**src/rtl/avalon_pwm_multi.sv**
```systemverilog
// Multi-channel PWM generator with an Avalon-MM register interface.
// Period and compare values are double-buffered and load into the counter path at period wrap.
module avalon_pwm_multi #(
  parameter int unsigned N_CH    = 4,
  parameter int unsigned CNT_W   = 16,
  parameter int unsigned PRESC_W = 8
) (
  input  logic               csi_clk,
  input  logic               csi_reset_n,
  input  logic               avs_chipselect,
  input  logic [3:0]         avs_address,
  input  logic               avs_read,
  output logic [31:0]        avs_readdata,
  input  logic               avs_write,
  input  logic [31:0]        avs_writedata,
  output logic               ins_irq,
  output logic [N_CH-1:0]    coe_PWM_OUT
);

  typedef enum logic [3:0] {
    REG_CTRL     = 4'd0,
    REG_PRESCALE = 4'd1,
    REG_PERIOD   = 4'd2,
    REG_STATUS   = 4'd3,
    REG_POL      = 4'd12,
    REG_CH_EN    = 4'd13
  } reg_addr_e;

  localparam logic [PRESC_W-1:0] PRESC_RST  = PRESC_W'(99);
  localparam logic [CNT_W-1:0]   PERIOD_RST = CNT_W'(999);

  logic                 en;
  logic                 irq_en;
  logic [PRESC_W-1:0]   prescale;
  logic [PRESC_W-1:0]   presc_cnt;
  logic [CNT_W-1:0]     period_sh;
  logic [CNT_W-1:0]     period_act;
  logic [CNT_W-1:0]     cnt;
  logic [CNT_W-1:0]     cmp_sh  [N_CH];
  logic [CNT_W-1:0]     cmp_act [N_CH];
  logic [N_CH-1:0]      pol;
  logic [N_CH-1:0]      ch_en;
  logic                 done;

  logic                 wr_en;
  logic                 rd_en;
  logic                 tick;
  logic                 wrap;
  logic [N_CH-1:0]      cmp_wr;
  logic [N_CH-1:0]      active;
  logic [31:0]          rdata_n;
  logic                 unused_wdata;

  assign wr_en        = avs_chipselect & avs_write;
  assign rd_en        = avs_chipselect & avs_read & ~avs_write;
  assign tick         = en & (presc_cnt == prescale);
  assign wrap         = tick & (cnt == period_act);
  assign unused_wdata = ^avs_writedata;

  always_comb begin
    cmp_wr = '0;
    for (int unsigned i = 0; i < N_CH; i++)
      cmp_wr[i] = wr_en & (avs_address == 4'(4 + i));
  end

  always_ff @(posedge csi_clk or negedge csi_reset_n) begin
    if (!csi_reset_n) begin
      en        <= 1'b0;
      irq_en    <= 1'b0;
      prescale  <= PRESC_RST;
      period_sh <= PERIOD_RST;
      pol       <= '0;
      ch_en     <= '1;
    end else if (wr_en) begin
      case (avs_address)
        REG_CTRL:     {irq_en, en} <= avs_writedata[1:0];
        REG_PRESCALE: prescale     <= avs_writedata[PRESC_W-1:0];
        REG_PERIOD:   period_sh    <= avs_writedata[CNT_W-1:0];
        REG_POL:      pol          <= avs_writedata[N_CH-1:0];
        REG_CH_EN:    ch_en        <= avs_writedata[N_CH-1:0];
        default: ;
      endcase
    end
  end

  always_ff @(posedge csi_clk or negedge csi_reset_n) begin
    if (!csi_reset_n) begin
      for (int unsigned i = 0; i < N_CH; i++)
        cmp_sh[i] <= '0;
    end else begin
      for (int unsigned i = 0; i < N_CH; i++)
        if (cmp_wr[i]) cmp_sh[i] <= avs_writedata[CNT_W-1:0];
    end
  end

  // While disabled the active copies follow the shadows so enabling starts from fresh values.
  always_ff @(posedge csi_clk or negedge csi_reset_n) begin
    if (!csi_reset_n) begin
      presc_cnt  <= '0;
      cnt        <= '0;
      period_act <= PERIOD_RST;
      for (int unsigned i = 0; i < N_CH; i++)
        cmp_act[i] <= '0;
    end else if (!en) begin
      presc_cnt  <= '0;
      cnt        <= '0;
      period_act <= period_sh;
      for (int unsigned i = 0; i < N_CH; i++)
        cmp_act[i] <= cmp_sh[i];
    end else begin
      presc_cnt <= tick ? '0 : presc_cnt + PRESC_W'(1);
      if (wrap) begin
        cnt        <= '0;
        period_act <= period_sh;
        for (int unsigned i = 0; i < N_CH; i++)
          cmp_act[i] <= cmp_sh[i];
      end else if (tick) begin
        cnt <= cnt + CNT_W'(1);
      end
    end
  end

  always_ff @(posedge csi_clk or negedge csi_reset_n) begin
    if (!csi_reset_n)
      done <= 1'b0;
    else if (wrap)
      done <= 1'b1;
    else if (wr_en && (avs_address == REG_STATUS) && avs_writedata[0])
      done <= 1'b0;
  end

  always_comb begin
    active = '0;
    for (int unsigned i = 0; i < N_CH; i++)
      active[i] = en & ch_en[i] & (cnt < cmp_act[i]);
  end

  always_ff @(posedge csi_clk or negedge csi_reset_n) begin
    if (!csi_reset_n) begin
      coe_PWM_OUT <= '1;
      ins_irq     <= 1'b0;
    end else begin
      coe_PWM_OUT <= ~(active ^ pol);
      ins_irq     <= done & irq_en;
    end
  end

  // Counter field of STATUS sits in bits [CNT_W+15:16]; CNT_W is limited to 16 for it to fit.
  always_comb begin
    rdata_n = '0;
    case (avs_address)
      REG_CTRL:     rdata_n[1:0]         = {irq_en, en};
      REG_PRESCALE: rdata_n[PRESC_W-1:0] = prescale;
      REG_PERIOD:   rdata_n[CNT_W-1:0]   = period_sh;
      REG_STATUS: begin
        rdata_n[0]             = done;
        rdata_n[CNT_W+15:16]   = cnt;
      end
      REG_POL:      rdata_n[N_CH-1:0]    = pol;
      REG_CH_EN:    rdata_n[N_CH-1:0]    = ch_en;
      default: begin
        for (int unsigned i = 0; i < N_CH; i++)
          if (avs_address == 4'(4 + i)) rdata_n[CNT_W-1:0] = cmp_sh[i];
      end
    endcase
  end

  always_ff @(posedge csi_clk or negedge csi_reset_n) begin
    if (!csi_reset_n)
      avs_readdata <= '0;
    else if (rd_en)
      avs_readdata <= rdata_n;
  end

endmodule

```
**config.mk**
```make
export PLATFORM = sky130hd
export DESIGN_NAME = avalon_pwm_multi
export DESIGN_NICKNAME = d
export VERILOG_FILES = /design/src/rtl/avalon_pwm_multi.sv
export SDC_FILE = /design/constraint.sdc
export NUM_CORES = 1
export LEC_CHECK = 0
export ABC_AREA = 1
export CORE_MARGIN = 3
export CORE_UTILIZATION = 42
export DETAILED_ROUTE_END_ITERATION = 6
export SETUP_SLACK_MARGIN = 0.02
export SYNTH_ARGS = -nofsm -noshare
export SYNTH_HDL_FRONTEND = slang
export SYNTH_SLANG_ARGS = --single-unit
```
**constraint.sdc**
```tcl
create_clock -name csi_clk -period 3.2 [get_ports csi_clk]
set_input_delay 0.64 -clock csi_clk [delete_from_list [all_inputs] [get_ports csi_clk]]
set_output_delay 0.64 -clock csi_clk [all_outputs]
set_load 0.05 [all_outputs]
```
; ---- After elaboration in Yosys (flattened, before gate mapping)
; Cells that the tools add are included.
[totals]
ff_bits = 240
inputBits = 41
out_inout_bits = 37
wordCells = 94
[op_classes]
add_sub_neg = 2
magnitude_cmp = 4
n_eq_ne = 13
n_mux = 21
n_bitwise = 21
reduce_logical = 12
[op_table]
columns = cell, count
row1 = 2-to-1 mux 16 bit, 10
row2 = 2-to-1 mux 64 bit, 2
row3 = < comparator 16 bit, 4
row4 = bitwise AND 1 bit, 18
row5 = "adder 16 x 1 -> 16 bit, second input constant", 1
row6 = == test 16 bit, 1
row7 = "== test 4 x 3 -> 1 bit, second input constant", 4
row8 = 2-to-1 mux 8 bit, 2
row9 = case mux 8 bit (2 select lines), 1
row10 = case mux 1 bit (6 select lines), 2
row11 = case mux 4 bit (3 select lines), 1
row12 = case mux 2 bit (5 select lines), 1
row13 = AND reduction 2 bit, 5
row14 = "adder 8 x 1 -> 8 bit, second input constant", 1
row15 = "== test 4 x 2 -> 1 bit, second input constant", 2
row16 = "== test 4 bit, second input constant", 2
row17 = == test 8 bit, 1
row18 = OR reduction 5 bit, 1
row19 = "== test 4 x 1 -> 1 bit, second input constant", 1
row20 = zero test 4 bit, 1
row21 = inverter 4 bit, 1
row22 = OR reduction 4 bit, 1
row23 = bitwise XOR 4 bit, 1
row24 = "!= test 3 x 1 -> 1 bit, second input constant", 1
row25 = other kinds (6), 8

; ---- Longest topological paths before layout
[logic_depth]
depth_word = 6
mapped_depth = 13
mapped_depth_nobuf = 12

; ---- Least setup slack after synthesis
; No wires, ideal clock.
[synth_timing]
path_type = in2reg
from = in avs_address[2]
to = reg avs_readdata[19]
setup_time_ns = 0.083
t_arrival_ns = 1.629
required_time_ns = 3.117
slack_ns = 1.489
path_stages = 6
path_cell_list = nor2_1 > inv_1 > nor3_1 > nand2_1 > clkbuf_1 > o21ai_0
[synth_between]
elab_chain_cells = 2
[synth_rtl]
columns = item, line_no
row1 = "start, declared", 11  ; input logic [3:0] avs_address,
row2 = == test 4 x 2 -> 1 bit, 151  ; case (avs_address)
row3 = 2-to-1 mux 16 bit, 151
row4 = "end signal, assigned", 172  ; avs_readdata <= rdata_n;
row5 = "end, declared", 13  ; output logic [31:0] avs_readdata,
; No other way between the ends.
; A chain may end at the register's enable or synchronous reset.

; ---- Worst setup path in the final report
[layout_timing]
from = reg coe_PWM_OUT[0]
to = out coe_PWM_OUT[0]
[layout_rtl]
columns = item, line_no
row1 = "start, declared", 17  ; output logic [N_CH-1:0] coe_PWM_OUT
row2 = "start signal, assigned", 143  ; coe_PWM_OUT <= ~(active ^ pol);
; No word-level cell between the ends.

==> results.ini <==
[outcome]
status=completed

[placed_design]
gp_congestion=0.8892
dp.cells=1983
io_buffers=61
hpwl_um=23850

[critical_path]
max_stage_delay_ps=790
worstSetupPathType=reg -> out
worstSetupEndpointType=output port
cp_slowest_cell=clkdlybuf4s50_1
critPathLaunchType=flip-flop
regToRegSetupSlack_ps=860
required_ps=2560
crit_chain=clkdlybuf4s50_1
cp_max_fo=1
arrival_ps=1840
critPathBufInv=1
critPathTopFamily=buffers and inverters

[synth]
synthAdderAreaFrac=0.06335
synthCells=1579
avgSynthCellArea_um2=7.755
synthDistinctLibCells=30
yosys_warnings=0
synth.largest_area_cell=dfrtp_1
synth_compound_area_frac=0.07255
syn_nets=1682
synthMuxAreaShare=0
synth_top_cells_by_area=dfrtp_1, nand2_1, ha_1, dfstp_2, o21ai_0
synth_top_area_frac=0.4332
synth_seq_area_share=0.4933
synth-simple-area-share=0.2856
netlist_area_um2=12250
ys_ff_latch=240
synth_top_family_by_area=simple AND/OR/NAND/NOR gates
synth_xor_area_frac=0.01073

[timing]
finClkSkew_ps=11.15
tns_ps=0
min_period_over_period=0.7761
post-route-min-period_ps=2484
worstMarginPinSlew_ps=870.2
hold_violations=0
slew_headroom=0.4199
setup_violations=0
drv_slew=0
fmax_mhz=402.6
rsz0062_at_grt=no

[run]
drv_cap=0

[detailed_routing]
drc=0
avgViaCountPerCell=5.082
drtIter0Drc=897
wl_um=34410
postRouteAntennaNets=0
drt_pass1_iterations=5
wire_per_inst_um=16.94
vias=10330

[grt]
grt_pass1_vias=9927
overflow=0
antenna_found_initial=0
grt_usage=0.2233
grt_max_degree=82
grt_pass1_wl_um=55280

[floorplanning]
die_x_um=176.8
die_height_um=176.8
rows=61
start_util=0.4336
coreArea_um2=28240
io_pins=78
die_area_um2=31240

[final_layout]
layout_commonest_cell=nand2_1
finalNetCount=1737
layout_common_cells=nand2_1, dfrtp_1, inv_1
syn_to_final_growth_pct=15.99
antennaDiodeCount=0
fillers=2843
drive_above_1_share=0.06469
stdcell_count=2032

[cts]
cts_max_path_buffers=3
cts_tree=yes
clock_sinks=240
numCtsBuffers=27
clk_pin_slew_ps=60
cts_root_buf=clkbuf_16
insertion_delay_ps=530
htreeDepth=1
cts_setup_buffers=0
post_cts_resized=0
cts_hold_buf=0

[power]
power_density_nw_per_um2=644.8
ir_drop_mv=0.3434
p_leak_nw=7.222

[hold_path]
hp-class=in -> async

-- metal layers --
metal | part of all wire | GRT usage | wire [um]
met1 | 0.47 | 0.3307 | 16300
met2 | 0.46 | 0.3586 | 15720
met3 | 0.057 | 0.02553 | 1945
met4 | 0.013 | 0.04190 | 451
met5 | 0 | 0 | 0
-- registers in the layout, indices dropped and copies added, names as in the netlist --
| register | flops |
|---|---|
| prescale | 8 |
| coe_PWM_OUT | 4 |
| period_sh | 16 |
| avs_readdata | 32 |
| period_act | 16 |
| cnt | 16 |
| cmp_sh | 64 |
| irq_en | 1 |
| en | 1 |
| ins_irq | 1 |
| cmp_act | 64 |
| pol | 4 |
| ch_en | 4 |
| presc_cnt | 8 |
| done | 1 |
-- synth_stat cells --
cell type / number
nor3_2: 1
inv_1: 154
a22o_1: 1
clkbuf_1: 46
nor2b_1: 1
ha_1: 62
o22ai_1: 1
clkbuf_2: 1
xnor2_1: 4
nand4_1: 29
a21oi_1: 26
a31oi_1: 1
o21ai_0: 130
dfrtp_1: 212
nand3_1: 111
inv_2: 6
clkinv_1: 5
xor2_1: 11
a211oi_1: 1
nor4_1: 4
o22a_1: 7
buf_1: 4
buf_6: 8
buf_2: 2
o2111ai_1: 2
nand2_2: 1
nand2_1: 628
nor3_1: 8
nor2_1: 84
dfstp_2: 28
-- per-stage QoR --
stage	utilization	instance area, um^2	setup WS (ps)	power (mW)	hold slack [ps]
final	0.5030	14200	716.4	9.159	57.91
after CTS	0.5030	14200	684.4	9.223	95.83
after detailed placement	0.4707	13290	528.6	6.002	468.4
after floorplan	-	12250	1489	5.305	344.4
after global routing	0.5030	14200	627.1	9.706	106.1
after global placement	0.4707	13290	562.6	5.953	469.3
-- final cells by class --
cell class	instances	area [um^2]	area share
clock buffers	39	760.7	0.05356
clock inverters	10	150.1	0.01057
inverters	165	619.3	0.04360
multi-input cells	1113	5298	0.3730
flip-flops and latches	240	6042	0.4254
well taps	378	473.0	0.03330
repair buffers	87	860.8	0.06061
-- path summary, 6_finish.rpt --
kind | depth (start not counted) | endpoint | from
max in group asynchronous | 2 | period_sh[7] | csi_reset_n
max | 1 | coe_PWM_OUT[0] | coe_PWM_OUT[0]
min | 1 | cmp_sh[49] | csi_reset_n
max reg2reg | 11 | period_act[12] | cnt[7]
min reg2reg | 2 | avs_readdata[4] | avs_readdata[4]
min in group csi_clk | 2 | avs_readdata[4] | avs_readdata[4]
-- power breakdown --
part | switching (mW) | leakage [nW] | internal [mW] | total [mW]
Clock | 1.24 | 0.451 | 1.96 | 3.20
Sequential | 0.429 | 3.08 | 3.64 | 4.07
Combinational | 1.24 | 3.70 | 0.647 | 1.89
-- kinds of logic (layout without fill, tap and decap cells) --
kind of cell,after synthesis,in the layout
AO/OA/AOI/OAI,169,169
XOR/XNOR,15,15
buffers and inverters,226,301
adder cells (fa/ha/maj),62,62
flip-flops,240,240
AND/OR/NAND/NOR,867,867
(Power assumes the default switching activity.)
